==> src/rtl/cpu_pkg.sv <==
// cpu_pkg: shared immediate-mode encoding and field-width constants
package cpu_pkg;
  typedef enum logic [1:0] {IMM9, IMM12, COND_BR19, BR26} imm_mode_e;
  localparam int IMM9_W = 9;
  localparam int IMM12_W = 12;
  localparam int BR19_W = 19;
  localparam int BR26_W = 26;
  localparam int BR_SHIFT = 2;
endpackage

==> src/rtl/imm_extend_pipe_if.sv <==
// imm_extend_pipe_if: request/result handshake bundle for the immediate extender
interface imm_extend_pipe_if #(parameter int DATA_W = 64);
  logic in_valid, in_ready, out_valid, out_ready;
  logic [1:0] mode, mode_out;
  logic [25:0] field;
  logic [DATA_W-1:0] pc, imm, target;
  modport master (
    output in_valid, mode, field, pc, out_ready,
    input in_ready, out_valid, imm, target, mode_out
  );
  modport slave (
    input in_valid, mode, field, pc, out_ready,
    output in_ready, out_valid, imm, target, mode_out
  );
endinterface

==> src/rtl/imm_extend_core.sv <==
// imm_extend_core: combinational immediate extension and PC-relative target
module imm_extend_core
  import cpu_pkg::*;
#(parameter int DATA_W = 64) (
  input imm_mode_e mode,
  input logic [25:0] field,
  input logic [DATA_W-1:0] pc,
  output logic [DATA_W-1:0] imm,
  output logic [DATA_W-1:0] target
);
  // Pick the extension for the mode; only branch modes offset the PC
  always_comb begin
    imm = mode == IMM9 ? DATA_W'(signed'(field[IMM9_W-1:0])) :
          mode == IMM12 ? DATA_W'(field[IMM12_W-1:0]) :
          mode == COND_BR19 ? DATA_W'(signed'(field[BR19_W-1:0])) << BR_SHIFT :
          DATA_W'(signed'(field[BR26_W-1:0])) << BR_SHIFT;
    target = (mode == COND_BR19 || mode == BR26) ? pc + imm : pc;
  end
endmodule

==> src/rtl/imm_extend_pipe.sv <==
// imm_extend_pipe: STAGES-deep registered immediate extender with valid/ready and flush
module imm_extend_pipe
  import cpu_pkg::*;
#(
  parameter int DATA_W = 64,
  parameter int STAGES = 1
) (
  input logic clk,
  input logic reset,
  input logic flush,
  imm_extend_pipe_if.slave bus
);
  typedef struct packed {
    logic [DATA_W-1:0] imm;
    logic [DATA_W-1:0] target;
    imm_mode_e mode;
  } stage_t;
  stage_t [STAGES-1:0] data_q, data_d;
  logic [STAGES-1:0] valid_q, valid_d;
  logic [DATA_W-1:0] ext_imm, ext_target;
  logic advance;
  imm_extend_core #(.DATA_W(DATA_W)) u_core (
    .mode(imm_mode_e'(bus.mode)),
    .field(bus.field),
    .pc(bus.pc),
    .imm(ext_imm),
    .target(ext_target)
  );
  assign advance = bus.out_ready | ~valid_q[STAGES-1];
  assign bus.in_ready = advance & ~flush;
  assign bus.out_valid = valid_q[STAGES-1];
  assign bus.imm = data_q[STAGES-1].imm;
  assign bus.target = data_q[STAGES-1].target;
  assign bus.mode_out = data_q[STAGES-1].mode;
  // Whole pipe shifts together when the tail can move; flush kills every valid bit
  always_comb begin
    valid_d = valid_q;
    data_d = data_q;
    if (advance) begin
      valid_d[0] = bus.in_valid & bus.in_ready;
      data_d[0] = '{imm: ext_imm, target: ext_target, mode: imm_mode_e'(bus.mode)};
      for (int i = 1; i < STAGES; i++) begin
        valid_d[i] = valid_q[i-1];
        data_d[i] = data_q[i-1];
      end
    end
    if (flush) valid_d = '0;
  end
  // Stage registers, cleared asynchronously so outputs read zero in reset
  always_ff @(posedge clk or posedge reset) begin
    if (reset) begin
      valid_q <= '0;
      data_q <= '0;
    end else begin
      valid_q <= valid_d;
      data_q <= data_d;
    end
  end
endmodule

==> src/flat_wrapper.sv <==
// flat-port wrapper written by rule: the top's interface ports become plain ports
module imm_extend_pipe_flat import cpu_pkg::*;
#(
  parameter int DATA_W = 64,
  parameter int STAGES = 1
)
  (clk, reset, flush, bus_in_valid, bus_mode, bus_field, bus_pc, bus_out_ready, bus_in_ready, bus_out_valid, bus_imm, bus_target, bus_mode_out);
  imm_extend_pipe_if #(.DATA_W(DATA_W)) bus_i ();
  input logic clk;
  input logic reset;
  input logic flush;
  input wire logic [$bits(bus_i.in_valid)-1:0] bus_in_valid;
  input wire logic [$bits(bus_i.mode)-1:0] bus_mode;
  input wire logic [$bits(bus_i.field)-1:0] bus_field;
  input wire logic [$bits(bus_i.pc)-1:0] bus_pc;
  input wire logic [$bits(bus_i.out_ready)-1:0] bus_out_ready;
  output wire logic [$bits(bus_i.in_ready)-1:0] bus_in_ready;
  output wire logic [$bits(bus_i.out_valid)-1:0] bus_out_valid;
  output wire logic [$bits(bus_i.imm)-1:0] bus_imm;
  output wire logic [$bits(bus_i.target)-1:0] bus_target;
  output wire logic [$bits(bus_i.mode_out)-1:0] bus_mode_out;
  assign bus_i.in_valid = bus_in_valid;
  assign bus_i.mode = bus_mode;
  assign bus_i.field = bus_field;
  assign bus_i.pc = bus_pc;
  assign bus_i.out_ready = bus_out_ready;
  assign bus_in_ready = bus_i.in_ready;
  assign bus_out_valid = bus_i.out_valid;
  assign bus_imm = bus_i.imm;
  assign bus_target = bus_i.target;
  assign bus_mode_out = bus_i.mode_out;
  imm_extend_pipe #(.DATA_W(DATA_W), .STAGES(STAGES)) u_core (.clk(clk), .reset(reset), .flush(flush), .bus(bus_i));
endmodule
==> config.mk <==
export PLATFORM = sky130hd
export DESIGN_NAME = imm_extend_pipe_flat
export DESIGN_NICKNAME = d
export VERILOG_FILES = /design/src/rtl/cpu_pkg.sv /design/src/rtl/imm_extend_pipe_if.sv /design/src/rtl/imm_extend_core.sv /design/src/rtl/imm_extend_pipe.sv /design/src/flat_wrapper.sv
export SDC_FILE = /design/constraint.sdc
export NUM_CORES = 1
export LEC_CHECK = 0
export BUFFER_PORTS_ARGS = -buffer_cell sky130_fd_sc_hd__buf_2
export CORE_ASPECT_RATIO = 0.7
export CORE_MARGIN = 4
export CORE_UTILIZATION = 57
export CTS_CLUSTER_DIAMETER = 80
export CTS_CLUSTER_SIZE = 24
export DETAILED_ROUTE_END_ITERATION = 8
export PLACE_DENSITY_LB_ADDON = 0.05
export SYNTH_ARGS = -nofsm -noshare
export SYNTH_HDL_FRONTEND = slang
export SYNTH_HIERARCHICAL = 1
export SYNTH_SLANG_ARGS = --single-unit
==> constraint.sdc <==
create_clock -name clk -period 4.1 [get_ports clk]
set_input_delay 0 -clock clk [delete_from_list [all_inputs] [get_ports clk]]
set_output_delay 0 -clock clk [all_outputs]
set_load 0.005 [all_outputs]
# Yosys cells after proc, flatten, opt, wreduce, memory -nomap -nowiden

Cells that the tools add are included.

Shifts and indexed selects: 0
Order comparisons: 0
Bitwise operators: 5
Multiply operators: 0
Mux-type cells: 6
Equal/unequal tests: 3
Divide/modulo/power cells: 0
Reductions and logical operators: 3
Add/sub/neg operators: 1

Operators with widths:

| kind                                           | number |
|---|---|
| two-way mux 64 bit                             | 4 |
| adder 64 bit                                   | 1 |
| == test 2 bit (second input constant)          | 2 |
| bitwise AND 1 bit                              | 2 |
| == test 2 x 1 -> 1 bit (second input constant) | 1 |
| logical NOT 2 bit                              | 1 |
| two-way mux 1 bit                              | 2 |
| NOT 1 bit                                      | 2 |
| nonzero test 2 bit                             | 1 |
| logical OR 1 bit                               | 1 |
| bitwise OR 1 bit                               | 1 |

Bits in registers: 131
Logic and storage cells: 22
Bits in writable memories: 0
Memories kept: 0
Bits in latches: 0
Memory bits (read-only): 0
Bits of input ports: 97

# Logic depth before layout (Yosys ltp)

Gate-level depths: netlist of the first run.

Depth after elaboration: 6
Mapped depth: 17

# Cells and area by module

The synthesis of the first run kept the hierarchy.

Modules (own cells, without submodules):

| module          | cells an instance | instances | sequential area each (µm²) | area an instance (µm²) |
|---|---|---|---|---|
| imm_extend_core | 783               | 1         | 0.0                        | 5261.3 |
| imm_extend_pipe | 280               | 1         | 3278.1                     | 5196.2 |

# Worst setup path before layout of the first run

No wires, ideal clock.

Path kind: in2reg
Start: input bus_mode[0]
End: register u_core.data_q (netlist bit u_core/bus.target[62])
Stages on the path: 14
Setup slack: -1.664 ns
Data required time: 3.975 ns
Library setup time: 0.125 ns
Arrival time: 5.639 ns
Cell sequence: clkbuf_1 > o21bai_1 > ha_1 > clkbuf_2 > nand4_1 > or3_1 > or4_1 > nor3_1 > nor4b_1 > o21ai_1 > a31oi_1 > xnor2_1 > mux2_2 > mux2_4

Cells in the longest elaborated chain, start to end: 6
Elaborated cells on any way between the ends: 10

RTL lines:

| element                         | RTL line              | RTL |
|---|---|---|
| start: declaration              | flat_wrapper.sv:13    | `input wire logic [$bits(bus_i.mode)-1:0] bus_mode;` |
| == test 2 bit                   | imm_extend_core.sv:15 | `mode == COND_BR19 ? DATA_W'(signed'(field[BR19_W-1:0])) << BR_SHIFT :` |
| two-way mux 64 bit              | imm_extend_core.sv:15 |  |
| two-way mux 64 bit              | imm_extend_core.sv:14 | `mode == IMM12 ? DATA_W'(field[IMM12_W-1:0]) :` |
| two-way mux 64 bit (*)          | imm_extend_core.sv:13 | `imm = mode == IMM9 ? DATA_W'(signed'(field[IMM9_W-1:0])) :` |
| named net u_core.ext_imm[27]    | imm_extend_pipe.sv:20 | `logic [DATA_W-1:0] ext_imm, ext_target;` |
| adder 64 bit (*)                | imm_extend_core.sv:17 | `target = (mode == COND_BR19 \|\| mode == BR26) ? pc + imm : pc;` |
| two-way mux 64 bit (*)          | imm_extend_core.sv:17 |  |
| named net u_core.ext_target[62] | imm_extend_pipe.sv:20 |  |
| end signal: assignment          | imm_extend_pipe.sv:56 | `data_q <= data_d;` |
| end: declaration                | imm_extend_pipe.sv:18 | `stage_t [STAGES-1:0] data_q, data_d;` |

Mark *: on every way through the listed nets, which the timed path passes. The rest lies on a longest branch.
A chain may end at the register's enable or synchronous reset.

# Final worst setup path of the first run

Start: input bus_field[18]
End: register u_core.data_q (netlist bit u_core/bus.target[53])

Cells in the longest elaborated chain, start to end: 5

RTL lines:

| element                         | RTL line              | RTL |
|---|---|---|
| start: declaration              | flat_wrapper.sv:14    | `input wire logic [$bits(bus_i.field)-1:0] bus_field;` |
| two-way mux 64 bit              | imm_extend_core.sv:15 |  |
| two-way mux 64 bit              | imm_extend_core.sv:14 |  |
| two-way mux 64 bit              | imm_extend_core.sv:13 |  |
| named net u_core.ext_imm[27]    | imm_extend_pipe.sv:20 |  |
| adder 64 bit                    | imm_extend_core.sv:17 |  |
| two-way mux 64 bit              | imm_extend_core.sv:17 |  |
| named net u_core.ext_target[53] | imm_extend_pipe.sv:20 |  |

The timed path passes the listed nets, and every way through them passes these cells.

==> results of run 1 <==
==> per-stage QoR <==
stage / power (mW) / worst slack, ns
after floorplan: 2.73 / 0.179
after global placement: 3.25 / 0.124
after detailed placement: 3.27 / 0.116
after CTS: 5.03 / 0.0533
after global routing: 5.29 / -0.00894
final: 5.05 / 0.177
==> cells in the final DEF, fill, tap and decap left out, types with 24 or more instances in the layout <==
cell           count
a21oi_1           95
ha_1              56
a21o_1            29
mux2_4            78
inv_1             24
dfrtp_1          131
dlygate4sd3_1     73
mux2_2           103
xnor2_1           38
o21ai_0           43
nand2_1           84
buf_2            228
buf_4             36
nand4_1           31
nor2_1            36
==> state kept, by name (all words and copies together) (netlist names) <==
register              count
u_core/bus.imm           64
u_core/bus.mode_out       2
u_core/bus.out_valid      1
u_core/bus.target        64
==> cell usage after synthesis (all sizes together), types with 25 or more instances <==
master  count
nor2       38
inv        25
clkbuf     41
dfrtp     131
a21o       29
nand4      32
xnor2      38
ha         63
buf        60
nand2      84
mux2      181
a21oi      98
o21ai      58
==> worst paths after layout <==
kind	to	startpoint	slack (ns)	cells after the start
min in group asynchronous	u_core/bus.imm[53]	reset	0.36	3
max in group asynchronous	u_core/bus.imm[2]	reset	2.72	4
min	u_core/bus.target[47]	bus_pc[47]	0.02	3
min reg2reg	u_core/bus.target[50]	u_core/bus.target[50]	0.50	1
max	u_core/bus.target[53]	bus_field[18]	0.18	17
max reg2reg	u_core/bus.out_valid	u_core/bus.out_valid	1.70	4
==> final cells by class <==
cell class / count / area [um^2]
Multi-Input combinational cell: 806 / 6590
Timing Repair Buffer: 340 / 2190
Inverter: 25 / 98.8
Sequential cell: 131 / 3280
Tap cell: 236 / 295
Clock inverter: 15 / 211
Fill cell: 1371 / 4910
Clock buffer: 17 / 425
==> routing by layer <==
| metal | GRT usage, % | vias up | wire length (um) |
|---|---|---|---|
| met4 | 5.64 | 0 | 369 |
| met3 | 6.71 | 40 | 2690 |
| met1 | 46.1 | 4455 | 15000 |
| li1 | - | 4387 | - |
| met5 | 0 | - | 0 |
| met2 | 41.4 | 435 | 12700 |
==> tightest hold or removal path, delay by kind of cell <==
family                 cells  cell delay (ns)
buffers and inverters      1             0.13
muxes                      2             0.28
==> power by group through the flow <==
stage               sequential, mW  combinational (mW)  clock, mW
global placement              1.61                1.64          0
CTS                           1.59                1.72       1.71
floorplan                     1.62                1.11          0
finish                        1.60                1.77       1.69
global route                  1.62                1.92       1.76
detailed placement            1.61                1.65          0
==> cells by family after synthesis <==
kind of cell,Yosys count
flip-flops,131
adder cells (fa/ha/maj),64
AND/OR/NAND/NOR,235
multiplexers,183
AO/OA/AOI/OAI,273
XOR/XNOR,51
buffers and inverters,126
==> what timing repair did <==
action	in CTS	in global routing
buffers inserted	0	1
gates resized for setup	0	23
hold buffers	73	0
endpoints found under the hold margin	165	0
setup endpoints to repair	0	13
==> results.rst, run 1 <==
.. list-table::
   :header-rows: 1

   * - Metric
     - Value
   * - Status
     - finished clean
   * - Basic-gate share of the synthesized area counting and, or, nand and nor cells
     - 11.0%
   * - Post-synth cell types
     - 62
   * - Register area share after synthesis
     - 31.3%
   * - DRC violation count after routing
     - 0
   * - Worst vdd rail ir drop
     - 0.236 mV
   * - Post-Layout Cell Count
     - 1570
   * - Mux contribution to synthesized area
     - 22.5%
   * - Total Negative Setup Slacks
     - 0 ns
   * - Critical path required time
     - 4.42 ns
   * - Switching power of the nets
     - 1.70 mW
   * - Maximum fanout encountered on the critical timing path
     - 11
   * - Total number of clock tree sinks
     - 131
   * - Complex-gate fraction of the synthesized area
     - 16.5%
   * - Mapped cell area
     - 10500 um^2
   * - Final HPWL from detailed placement
     - 22.5 mm
   * - Cell area power density
     - 386 nW/um^2
   * - Number of max-capacitance violations reported
     - 0
   * - Post-layout utilization of the core
     - 72.7%
   * - Vias per cell
     - 5.93
   * - Internal portion of total power
     - 3.35 mW
   * - Pin count of the biggest net entering global routing
     - 96
   * - Proportion of register bits with asynchronous set or reset after synthesis
     - 100%
   * - Number of antenna-violating nets in the routed design
     - 0
   * - Area added between synthesis and finish
     - 25.2%
   * - Count of flip-flops with a built-in enable after synthesis
     - 0
   * - Deepest level of the CTS H-tree
     - 4
   * - Critical path data arrival time
     - 4.24 ns
   * - Leakage
     - 6.19 nW
   * - Number of register bits inferred by synthesis
     - 131
   * - Primary flip-flop cell chosen by synthesis mapping
     - dfrtp_1
   * - Vert. Die Dim
     - 121 um
   * - First-pass GRT wire length
     - 48.2 mm
   * - Total congestion overflow
     - 0
   * - Final worst path period need
     - 3.92 ns
   * - Fraction of post-synthesis cell area in the top cell type by area
     - 31.3%
   * - I/O pin cnt
     - 229
   * - Final count of negative-setup-slack endpoints
     - 0
   * - Slew at the pin closest to its max-slew limit
     - 1.07 ns
   * - Final nets
     - 1482
   * - Total Die Area
     - 20600 um^2
   * - Root buffer cell
     - clkbuf_16
   * - Final count of pins violating max slew
     - 0
   * - Initial antenna violation count
     - 0
   * - Post-placement cell area
     - 11600 um^2
   * - Via count
     - 9317
   * - Hold Slack
     - 0.0178 ns
   * - Clk_lat worst skew
     - 0.43 ns
   * - HP Class
     - in2reg
   * - Post-route clock period utilization
     - 95.7%
   * - Hold Fails Final Rpt
     - 0
   * - Mapped Cells
     - 1063
   * - Clock tree from TritonCTS
     - yes
   * - DR iter-0 viols
     - 962
   * - Clock group share of total power
     - 33.4%
   * - Synth warnings
     - 6
   * - Port Buf Inserts
     - 228
   * - Dominant combinational cell family by area after synthesis
     - multiplexers
   * - Worst Path Buf+Inv
     - 3
   * - Placer congestion estimate
     - 0.920
   * - Crit path largest cell delay
     - 0.59 ns
   * - Number of global-route vias before repair
     - 8718
   * - Worst path top cell family by delay
     - simple AND/OR/NAND/NOR gates
   * - Combined global-route utilization of all metal layers
     - 29.4%
   * - Placeable Area
     - 18000 um^2
   * - Chain of cells forming the critical path
     - dlygate4sd3_1 > buf_2 > nor2b_1 > a21oi_1 > nor2_1 > o21bai_4 > buf_4 > ha_1 > nand4_1 > or4_1 > or4_1 > a21oi_1 > nor2_2 > and2_1 > xnor2_1 > mux2_2 > mux2_4
   * - Part of the total power dissipated in combinational logic
     - 35.0%
   * - Detail-routed net length per standard cell
     - 19.6 um
   * - Buffers from clock root to sink, at most
     - 2
   * - Routed Wire Length
     - 30.7 mm
   * - Final non-filler cell area
     - 13100 um^2
   * - # placed instances
     - 1464
   * - Net switching fraction of the power
     - 33.7%
   * - Xor/xnor share of the synthesized area
     - 4.27%
   * - Clock-pin slew of the registers on the worst-case setup and hold paths
     - 0.07 ns
   * - Relative contribution of sequential cells to total power
     - 31.6%
   * - Largest clock skew in the final design
     - 0.00745 ns
   * - Inserted Clock Buffers
     - 17
   * - Critical path capture point type
     - flop
   * - Starting density of the core
     - 58.1%
   * - Cell type with the highest aggregate area in the netlist
     - dfrtp_1
   * - Share of cells above drive strength 1
     - 38.2%
   * - Worst path slowest cell
     - or4_1
   * - Critical Path Source Type
     - input port
   * - Net count of the mapped netlist
     - 1224
   * - Timing-limited maximum frequency
     - 255 MHz
   * - Iteration count of the initial detailed-routing pass
     - 6
   * - Adder-cell share of the synthesized area
     - 7.73%
   * - Critical path type
     - in2reg
   * - Die boundary width
     - 170 um
   * - Placement row count
     - 41
   * - Top cells by area, synth
     - dfrtp_1 31%, mux2_4 11%, mux2_2 11%, ha_1 7.5%, a21oi_1 4.6%
   * - Max-Slew Margin vs Limit
     - 28.8%
   * - Average cell area after synthesis
     - 9.84 um^2
   * - Diode count
     - 0
Power figures use the tool's default switching activity.
==> inputs of run 2 (changes only) <==
CORE_UTILIZATION = 55   (was 57)
RECOVER_POWER = 25   (was unset)
==> run 2 against run 1 <==
The flow now finishes with violations (max-capacitance violations, max-slew violations). Sequential share of layout area is 0.27 points higher. Routed wire length is 0.67% lower. Clock-buffer cell count stayed put. Fmax is 0.16% lower. Critical path depth is 3 lower. First-iteration DRC count is 10% lower. Global-route usage is 1.4 points lower. Total power is 1.8% lower. Critical path type unchanged. Highest routed layer unchanged.
==> results.rst, run 2 (synthesis gave the netlist of run 1 again) <==
.. list-table::
   :header-rows: 1

   * - Metric
     - Value
   * - Hold Fails Final Rpt
     - 0 (unchanged)
   * - Maximum fanout encountered on the critical timing path
     - 5 (-6)
   * - Number of antenna-violating nets in the routed design
     - 0 (unchanged)
   * - Post CTS Setup Buffer Count
     - 0 (unchanged)
   * - Final HPWL from detailed placement
     - 22.4 mm (about the same)
   * - Total chip power
     - 4.96 mW (-1.8%)
   * - Iteration count of the initial detailed-routing pass
     - 5 (-1)
   * - Final nets
     - 1489 (+0.47%)
   * - Clk_lat worst skew
     - 0.42 ns (about the same)
   * - Vias per cell
     - 5.90 (-0.51%)
   * - Status
     - finished, violations left
   * - Cts-stage hold buffer count
     - 75 (+2.7%)
   * - Total Die Area
     - 21300 um^2 (+3.4%)
   * - Relative contribution of sequential cells to total power
     - 32.2% (+0.6 points)
   * - Failing checks
     - max-capacitance violations, max-slew violations
   * - Worst setup slack after layout
     - 0.171 ns (-0.00625 ns)
   * - Cell area power density
     - 383 nW/um^2 (-0.71%)
   * - Final worst path period need
     - 3.93 ns (+0.00625 ns)
   * - Clock-pin slew of the registers on the worst-case setup and hold paths
     - 0.07 ns (about the same)
   * - First-pass GRT wire length
     - 48.2 mm (about the same)
   * - Worst path top cell family by delay
     - compound AO/OA/AOI/OAI gates
   * - Register-to-Register Setup Slack
     - 2.03 ns (+0.33 ns)
   * - Worst path slowest cell
     - o311ai_1
   * - Inserted Clock Buffers
     - 17 (unchanged)
   * - Max-Slew Margin vs Limit
     - -29.4% (-58 points)
   * - Vert. Die Dim
     - 123 um (+1.7%)
   * - Via count
     - 9311 (-0.064%)
   * - Root buffer cell
     - clkbuf_16
   * - Clock group share of total power
     - 32.7% (-0.7 points)
   * - Crit path largest cell delay
     - 0.72 ns (+0.13 ns)
   * - Number of max-capacitance violations reported
     - 1 (+1)
   * - Critical path capture point type
     - flop
   * - Count of cells along the worst hold path
     - 3 (unchanged)
   * - Pin count of the biggest net entering global routing
     - 133 (+39%)
   * - Buffers from clock root to sink, at most
     - 2 (unchanged)
   * - Startpoint of the most critical setup path
     - bus_field[0]
   * - Routed Wire Length
     - 30.5 mm (-0.67%)
   * - Detail-routed net length per standard cell
     - 19.3 um (-1.1%)
   * - Worst slack at placement
     - 0.0370 ns (-0.0787 ns)
   * - Clock tree from TritonCTS
     - yes
   * - Met3 track demand over resource in global routing
     - 6.02% (-0.69 points)
   * - Total congestion overflow
     - 0 (unchanged)
   * - DRC violation count after routing
     - 0 (unchanged)
   * - HP Class
     - in2reg
   * - Leakage
     - 6.04 nW (-2.5%)
   * - Port Buf Inserts
     - 228 (unchanged)
   * - Met2 routing resource usage after global routing
     - 41.0% (-0.41 points)
   * - Placer congestion estimate
     - 0.969 (+5.3%)
   * - Initial antenna violation count
     - 0 (unchanged)
   * - Placeable Area
     - 18300 um^2 (+1.7%)
   * - Combined global-route utilization of all metal layers
     - 28.0% (-1.4 points)
   * - Most frequent cell on the critical path
     - a21oi_1
   * - Net switching fraction of the power
     - 34.1% (+0.43 points)
   * - Number of global-route vias before repair
     - 8827 (+1.3%)
   * - Part of the total power dissipated in combinational logic
     - 35.0% (about the same)
   * - Largest clock skew in the final design
     - 0.00689 ns (-0.000564 ns)
   * - Final non-filler cell area
     - 13000 um^2 (-1.1%)
   * - Global-route track usage on met1
     - 42.7% (-3.4 points)
   * - Critical path required time
     - 4.40 ns (-0.02 ns)
   * - Origin of the worst min-delay path
     - bus_field[2]
   * - Chain of cells forming the critical path
     - dlygate4sd3_1 > buf_2 > mux2_2 > ha_1 > a211oi_1 > or4_1 > a21oi_1 > o311ai_1 > a21oi_1 > nor2_1 > a21oi_1 > or4_1 > a31o_1 > mux2_4
   * - Most Used Layer, Global Route
     - met1
   * - Unrepaired setup endpoints after global routing
     - false
   * - Switching power of the nets
     - 1.69 mW (-0.50%)
   * - Most common cell after layout, fill and taps aside
     - buf_2
   * - Placement row count
     - 41 (unchanged)
   * - Total number of clock tree sinks
     - 131 (unchanged)
   * - Critical Path Source Type
     - input port
   * - Deepest level of the CTS H-tree
     - 4 (unchanged)
   * - Logic depth of the worst register-to-register path
     - 4 (unchanged)
   * - Worst vdd rail ir drop
     - 0.223 mV (-5.7%)
   * - Highest-count cells in the layout ignoring fill and taps
     - 177 x buf_2, 131 x dfrtp_1, 103 x mux2_2, 97 x a21oi_1, 84 x nand2_1
   * - Startpoint of the most critical register-to-register path
     - u_core/bus.out_valid
   * - Crit path depth
     - 14 (-3)
   * - Final count of pins violating max slew
     - 90 (+90)
   * - Critical path type
     - in2reg
   * - Die boundary width
     - 173 um (+1.7%)
   * - Share of cells above drive strength 1
     - 33.4% (-4.8 points)
   * - I/O pin cnt
     - 229 (unchanged)
   * - Final count of negative-setup-slack endpoints
     - 0 (unchanged)
   * - Post-placement cell area
     - 11700 um^2 (+0.28%)
   * - DR iter-0 viols
     - 862 (-10%)
   * - Worst Path Buf+Inv
     - 2 (-1)
   * - Diode count
     - 0 (unchanged)
   * - Number of instances resized during post-cts repair
     - 0 (unchanged)
   * - Area added between synthesis and finish
     - 23.9%
   * - Starting density of the core
     - 57.1% (-0.98 points)
   * - Post-route clock period utilization
     - 95.8% (+0.15 points)
   * - Critical path data arrival time
     - 4.23 ns (about the same)
   * - Total Negative Setup Slacks
     - 0 ns (unchanged)
   * - Internal portion of total power
     - 3.27 mW (-2.4%)
   * - Slew at the pin closest to its max-slew limit
     - 1.94 ns (+0.876 ns)
   * - Timing-limited maximum frequency
     - 255 MHz (-0.16%)
-- run 2: changes by cell type in the layout (fill, tap and decap cells not counted), moves of 3 or more --
| cell | previous run | this run |
|---|---|---|
| ha_1 | 56 | 63 |
| buf_4 | 36 | 43 |
| buf_2 | 228 | 177 |
| ha_2 | 5 | 0 |
| o21ai_1 | 15 | 12 |
| clkbuf_1 | 0 | 50 |
| o21ai_0 | 43 | 46 |
-- run 2: per-layer routing --
layer / routed length (um) / vias to the layer above
li1: - / 4406
met1: 15000 / 4455
met2: 12700 / 420
met3: 2460 / 30
met4: 376 / 0
met5: 0 / -
-- run 2: per-stage QoR --
step / std cells / util (%) / hold slack (ns)
floorplan: 1063 / - / 0.0311
global placement: 1470 / 63.6 / 0.227
detailed placement: 1470 / 63.6 / 0.230
CTS: 1577 / 71.1 / 0.00197
global route: 1577 / 70.7 / 0.0182
finish: 1577 / 70.7 / 0.0210
-- run 2: path summary, 6_finish.rpt --
| kind | endpoint |
|---|---|
| setup / recovery | u_core/bus.target[61] |
| hold / removal | u_core/bus.imm[4] |
| setup reg to reg | u_core/bus.out_valid |
| hold reg to reg | u_core/bus.target[24] |
| max in group asynchronous | u_core/bus.target[37] |
| min in group asynchronous | u_core/bus.target[47] |
-- run 2: final cells by class --
type	instances	area [um^2]
clock buffer	17	425
inverter	25	97.6
timing repair buffer	347	2170
multi-input combinational	806	6500
clock inverter	15	189
fill	1418	5360
sequential	131	3280
tap	236	295
-- run 2: worst min-delay path: cells and delay by family --
kind / cells / cell delay (ns)
mux: 2 / 0.30
buf+inv: 1 / 0.11
-- run 2: power by group through the flow --
stage	clock (mW)	combinational (mW)	sequential, mW
after global routing	1.70	1.88	1.63
final	1.62	1.74	1.60
after CTS	1.65	1.74	1.60
after floorplan	0	1.11	1.62
after detailed placement	0	1.66	1.61
after global placement	0	1.65	1.61
